`src/rtl/hazard_ctrl.sv`:
```
// Decode-stage interlock: tracks destinations in flight, stalls on RAW hazards,
// honours memory freezes and branch flushes, and counts stall/freeze cycles.
module hazard_ctrl #(
   parameter int REG_W  = 3,
   parameter int FWD_EN = 0,
   parameter int CNT_W  = 16
) (
   input  logic             clk,
   input  logic             rst,
   input  logic             id_valid,
   input  logic [REG_W-1:0] id_rs,
   input  logic             id_rs_vld,
   input  logic [REG_W-1:0] id_rt,
   input  logic             id_rt_vld,
   input  logic [REG_W-1:0] id_wr_reg,
   input  logic             id_wr_en,
   input  logic             id_is_load,
   input  logic             mem_busy,
   input  logic             flush,
   output logic             stall_id,
   output logic             bubble_ex,
   output logic             freeze,
   output logic [1:0]       state,
   output logic [CNT_W-1:0] stall_cnt,
   output logic [CNT_W-1:0] frz_cnt
);

   typedef enum logic [1:0] {
      ST_RUN = 2'b00,
      ST_HAZ = 2'b01,
      ST_FRZ = 2'b10
   } state_t;

   state_t cur_st, nxt_st;

   // Shadow of EX (index 0) and MEM (index 1) destinations. The WB entry can
   // never cause a hazard thanks to regfile write-bypass, so it is not stored.
   logic [1:0]       sh_vld;
   logic [REG_W-1:0] sh_reg [2];
   logic             sh_load;

   logic [1:0] match;
   logic       hazard;
   logic       haz_case;

   assign match[0] = sh_vld[0] & ((id_rs_vld & (sh_reg[0] == id_rs)) |
                                  (id_rt_vld & (sh_reg[0] == id_rt)));
   assign match[1] = sh_vld[1] & ((id_rs_vld & (sh_reg[1] == id_rs)) |
                                  (id_rt_vld & (sh_reg[1] == id_rt)));

   assign hazard = (FWD_EN != 0) ? (match[0] & sh_load) : (|match);

   // Priority: memory freeze, then flush, then RAW interlock.
   always_comb begin
      stall_id  = 1'b0;
      bubble_ex = 1'b0;
      freeze    = 1'b0;
      haz_case  = 1'b0;
      nxt_st    = ST_RUN;
      if (mem_busy) begin
         freeze   = 1'b1;
         stall_id = 1'b1;
         nxt_st   = ST_FRZ;
      end else if (flush) begin
         bubble_ex = 1'b1;
      end else if (id_valid && hazard) begin
         stall_id  = 1'b1;
         bubble_ex = 1'b1;
         haz_case  = 1'b1;
         nxt_st    = ST_HAZ;
      end
   end

   assign state = cur_st;

   always_ff @(posedge clk or posedge rst) begin
      if (rst) begin
         cur_st    <= ST_RUN;
         sh_vld    <= '0;
         sh_reg[0] <= '0;
         sh_reg[1] <= '0;
         sh_load   <= 1'b0;
         stall_cnt <= '0;
         frz_cnt   <= '0;
      end else begin
         cur_st <= nxt_st;
         if (!freeze) begin
            sh_vld[1] <= sh_vld[0];
            sh_reg[1] <= sh_reg[0];
            sh_vld[0] <= id_valid & id_wr_en & ~bubble_ex;
            sh_reg[0] <= id_wr_reg;
            sh_load   <= id_is_load;
         end
         if (haz_case && (stall_cnt != '1))
            stall_cnt <= stall_cnt + CNT_W'(1);
         if (freeze && (frz_cnt != '1))
            frz_cnt <= frz_cnt + CNT_W'(1);
      end
   end

endmodule

```
`config.mk`:
```
export PLATFORM = sky130hd
export DESIGN_NAME = hazard_ctrl
export DESIGN_NICKNAME = d
export VERILOG_FILES = /design/src/rtl/hazard_ctrl.sv
export SDC_FILE = /design/constraint.sdc
export NUM_CORES = 1
export LEC_CHECK = 0
export ABC_CLOCK_PERIOD_IN_PS = 4700
export BUFFER_PORTS_ARGS = -buffer_cell sky130_fd_sc_hd__buf_4
export CORE_MARGIN = 1.5
export CORE_UTILIZATION = 55
export DETAILED_ROUTE_END_ITERATION = 8
export PLACE_DENSITY = 0.9
export SETUP_SLACK_MARGIN = 0.05
export SYNTH_ARGS = -nofsm -noshare
export SYNTH_HDL_FRONTEND = slang
export SYNTH_SLANG_ARGS = --single-unit
```
`constraint.sdc`:
```
create_clock -name clk -period 4.7 [get_ports clk]
set_clock_uncertainty 0.1 [all_clocks]
set_input_delay 0.235 -clock clk [delete_from_list [all_inputs] [get_ports clk]]
set_output_delay 0.235 -clock clk [all_outputs]
set_load 0.03 [all_outputs]
```
-- Word-level counts from Yosys, hierarchy flattened
Index checks and enable logic that the tools add are counted.
- register bits: 42
- RAM bits: 0
- output and inout port bits: 37
- word-level logic and storage cells: 39
- memory bits (read-only): 0
- bits in latches: 0
- memories kept: 0
- input bits: 18
- multipliers: 0
- shift operators: 0
- divide/modulo/power cells: 0
- muxes and demuxes: 10
- reductions and logical operators: 4
- add/subtract/negate cells: 2
- $lt $le $gt $ge: 0
- eq/ne operators: 6
- bitwise logic cells: 11
- operator list (kind ; number):
    $add 16x1->16 const B ; 2
    $ne 16x16->1 const B ; 2
    $eq 3x3->1 ; 4
    $mux 1 ; 9
    $and 1x1->1 ; 8
    $logic_and 1x1->1 ; 3
    $mux 2 ; 1
    $or 1x1->1 ; 2
    $reduce_or 2->1 ; 1
    $not 1->1 ; 1

-- Depth between registers and ports, before layout
- word-level depth: 11
- gate-level depth with buffers: 7

-- Least setup slack after synthesis
No wires, ideal clock.
- kind: reg2reg
- start: register stall_cnt[11]
- end: register stall_cnt[1]
- path slack: 2.726 ns
- required time: 4.475 ns
- cell stages (with the launch flop): 7
- arrival: 1.749 ns
- library setup time: 0.125 ns
- cells stage by stage: dfrtp_1 > and3_1 > nand4_1 > o31a_1 > o21ai_2 > buf_6 > mux2_4
- cells in the longest elaborated chain, start to end: 2
- ends and longest elaborated chain (element ; RTL line ; RTL):
    start, declared ; 24 ; output logic [CNT_W-1:0] stall_cnt,
    start signal, assigned ; 95 ; stall_cnt <= stall_cnt + CNT_W'(1);
    $ne 16x16->1 ; 94 ; if (haz_case && (stall_cnt != '1))
    $logic_and 1x1->1 ; 94 ;
Every way passes these cells.
A chain may end at the register's enable or synchronous reset.

-- Final worst setup path
- start: register sh_reg[3] (netlist name)
- end: output bubble_ex
- cells in the longest elaborated chain, start to end: 9
- ends and longest elaborated chain (element ; RTL line ; RTL):
    start, declared ; 39 ; logic [REG_W-1:0] sh_reg [2];
    $eq 3x3->1, on equally long branches ; 46, 47 ;
    $and 1x1->1, on equally long branches ; 46, 47 ;
    $or 1x1->1 * ; 46 ; assign match[0] = sh_vld[0] & ((id_rs_vld & (sh_reg[0] == id_rs)) |
    $and 1x1->1 * ; 46 ;
    $reduce_or 2->1 * ; 51 ; assign hazard = (FWD_EN != 0) ? (match[0] & sh_load) : (|match);
    $logic_and 1x1->1 * ; 66 ; end else if (id_valid && hazard) begin
    $mux 1 * ; 66 ;
    $mux 1 * ; 64 ; end else if (flush) begin
    $mux 1 * ; 60 ; if (mem_busy) begin
    end, declared ; 21 ; output logic bubble_ex,
Mark *: on every way between the ends. The rest lies on a longest branch, timed or not.

==> flow_summary_export.csv <==
group,metric,value,unit
run_status,outcome,"completed",
grt,first_global_vias,1537,
layout,final_nets,268,
power,total_power,936,uW
clocking,cts_setup_buffers,0,
floorplanning,die_width,64.4,um
layout,drive_above_1_share,0.309,
detailed_routing,routed.top_layer,"met4",
clocking,cts_root_buffer,"clkbuf_8",
layout,multi_input_area,970,um^2
layout,seq_area,1050,um^2
layout,area_growth,26.3,%
setup_path,startpoint_type,"flop",
setup_path,crit_family,"flip-flops",
logic_synthesis,ys_ff_latch,42,
power,p_clk_frac,0.255,
power,switchingPower,308,uW
detailed_routing,drt-initial-drc-count,86,
logic_synthesis,synth_warnings,0,
placed_design,hpwl,2840,um
logic_synthesis,synth_area_per_cell,11.0,um^2
grt,antenna_found_initial,0,
setup_path,arrival,1.90,ns
logic_synthesis,synth_cell_types,32,
detailed_routing,wl_met1,1850,um
detailed_routing,drt_first_pass_iters,4,
power,switching_share,0.329,
power,p_int,628,uW
sta,timing.final.crit_share,0.476,
setup_path,cp-end-kind,"primary output",
floorplanning,fp-row-count,22,
sta,finalHoldViolCount,0,
sta,setup_viol_count_final,0,
power,power_density,358,nW/um^2
grt,gr-total-overflow,0,
sta,slew_viol_final,0,
sta,worstMarginPinSlew,0.645,ns
sta,setup_tns,0,ns
floorplanning,start_util,0.571,
detailed_routing,wl_met3,198,um
grt,grt_max_degree,43,
setup_path,r2r_slack,2.68,ns
power,cellLeakagePower,1.28,nW
setup_path,worstPathMaxFanout,4,
logic_synthesis,netlist_instances,189,
clocking,cts.clk_slew.worst_paths,0.07,ns
floorplanning,core_area,3630,um^2
placed_design,dp_cells,288,
clocking,cts_tree,"done",
layout,fin_area,2620,um^2
layout,layout.cells.non_filler,297,
sta,fin_crit,2.24,ns
power,vdd_drop_max,0.308,mV
detailed_routing,drt-total-wl,4060,um
layout,n_antenna_cell,0,
logic_synthesis,syn_area,2070,um^2
clocking,h-tree-depth,2,
clocking,cts_sinks,42,
placed_design,placed_area,2520,um^2
setup_path,slowest_delay,0.44,ns
sta,relSlewSlack,0.570,
grt,gr-usage-all-layers,0.221,
setup_path,path_cells,"xnor2_1 -> nand4_1 -> a21boi_1 -> nor2_1 -> nand2b_1 -> a21oi_1 -> buf_4",
setup_path,critPathKind,"flop to primary output",
run,cap_violations,0,
clocking,clk_path_buf_depth,2,
setup_path,crit_buf_inv,1,
layout,fin_util,0.720,
worst_hold_path,hp-class,"primary input to flop",
power,combinationalPowerShare,0.255,
setup_path,critPathSlowestCell,"dfrtp_1",
setup_path,critPathRequiredTime,4.37,ns
placed_design,place_congestion,0.752,
detailed_routing,viasPerCell,5.34,
power,p_seq_frac,0.490,
floorplanning,io_pins,55,
floorplanning,die_area,4150,um^2
floorplanning,die_h,64.4,um
detailed_routing,drcViolationCount,0,
placed_design,portBuffers,53,
clocking,cts_buffers,5,
detailed_routing,wl_per_cell,13.7,um
logic_synthesis,synth_nets,209,
sta,rsz0062_at_grt,"false",
detailed_routing,met2_length,1950,um
grt,grt_pass1_wl,6910,um
detailed_routing,postRouteAntennaNets,0,
clocking,clock_latency,0.30,ns
logic_synthesis,seq_area_frac_synth,0.507,
layout,n_fill_cell,290,
detailed_routing,vias,1586,
sta,max_clock_freq,0.447,GHz
==> metrics by stage <==
| step | hold slack [ns] | setup slack [ns] |
|---|---|---|
| 2_1_floorplan | 0.166 | 2.73 |
| 3_3_place_gp | 0.305 | 2.78 |
| 3_5_place_dp | 0.305 | 2.75 |
| 4_1_cts | 0.0579 | 2.42 |
| 5_1_grt | 0.0621 | 2.27 |
| 6_report | 0.0666 | 2.46 |
==> cell usage in the layout (no fill, tap or decap), types with 4 or more instances in the layout <==
cell type,Yosys,final
and3_1,5,5
buf_4,1,54
clkbuf_8,0,6
dfrtp_1,42,42
inv_1,8,8
mux2_2,8,8
nand2_1,13,13
nand3_1,12,12
nand4_1,13,13
nor2_1,14,14
nor3_2,4,4
xnor2_1,25,25
xor2_1,17,17
==> power groups by stage <==
| stage | Clock, mW | Sequential (mW) | Combinational, mW |
|---|---|---|---|
| after floorplan | 0 | 0.518 | 0.0938 |
| after CTS | 0.246 | 0.459 | 0.242 |
| after detailed placement | 0 | 0.464 | 0.242 |
| after global placement | 0 | 0.463 | 0.235 |
| after global routing | 0.263 | 0.466 | 0.258 |
| final | 0.238 | 0.459 | 0.239 |
==> synthesized netlist by cell type <==
master | instances | area (um^2)
dfrtp_1 | 42 | 1050
xnor2_1 | 25 | 219
xor2_1 | 17 | 149
nor2_1 | 14 | 52.6
nand2_1 | 13 | 48.8
nand4_1 | 13 | 81.3
nand3_1 | 12 | 60.1
inv_1 | 8 | 30.0
mux2_2 | 8 | 90.1
and3_1 | 5 | 31.3
nor3_2 | 4 | 40.0
a21boi_1 | 2 | 15.0
a21oi_1 | 2 | 10.0
a31oi_1 | 2 | 12.5
ha_1 | 2 | 25.0
nor3_1 | 2 | 10.0
nor3b_1 | 2 | 15.0
o31a_1 | 2 | 17.5
a32o_1 | 1 | 10.0
and4_1 | 1 | 8.76
buf_4 | 1 | 7.51
buf_6 | 1 | 11.3
clkbuf_1 | 1 | 3.75
mux2_4 | 1 | 15.0
nand2b_1 | 1 | 6.26
nor2_2 | 1 | 6.26
nor2b_1 | 1 | 6.26
nor3b_2 | 1 | 12.5
nor4_1 | 1 | 6.26
o21ai_0 | 1 | 5.00
o21ai_2 | 1 | 8.76
o21bai_1 | 1 | 7.51
==> cells by family (layout without fill, tap and decap cells) <==
logic type,Yosys count,after routing,synth area share
and+or+nand+nor,71,71,0.186
xor gates and xnor gates,42,42,0.177
DFF,42,42,0.507
AOI/OAI and AO/OA,12,12,0.0416
buffers and inverters,11,71,0.0253
muxes,9,9,0.0507
adders and majority gates,2,2,0.0121
==> final timing paths <==
| kind | startpoint | end | depth (start not counted) |
|---|---|---|---|
| setup / recovery | sh_reg[3] | bubble_ex | 7 |
| hold / removal | id_wr_reg[0] | sh_reg[3] | 2 |
| setup reg to reg | stall_cnt[11] | stall_cnt[1] | 5 |
| hold reg to reg | stall_cnt[5] | stall_cnt[5] | 1 |
| max in group asynchronous | rst | frz_cnt[12] | 4 |
| min in group asynchronous | rst | frz_cnt[11] | 4 |
==> routing by layer <==
metal  vias up  global-route usage
li1        768                   -
met1       764               0.285
met2        46               0.349
met3         8              0.0634
met4         0              0.0904
met5         -                   0
==> area by class of cell <==
type | instances | area share
clock buffers | 7 | 0.0330
clock inverters | 1 | 0.00191
inverters | 8 | 0.0115
multi-input cells | 136 | 0.370
flip-flops and latches | 42 | 0.402
well taps | 48 | 0.0229
repair buffers | 55 | 0.159
==> what timing repair did <==
item | 4_1_cts | 5_1_grt
resized for setup | 0 | 0
hold endpoints to repair | 42 | 0
hold buffers | 1 | 0
(Power assumes the default switching activity.)
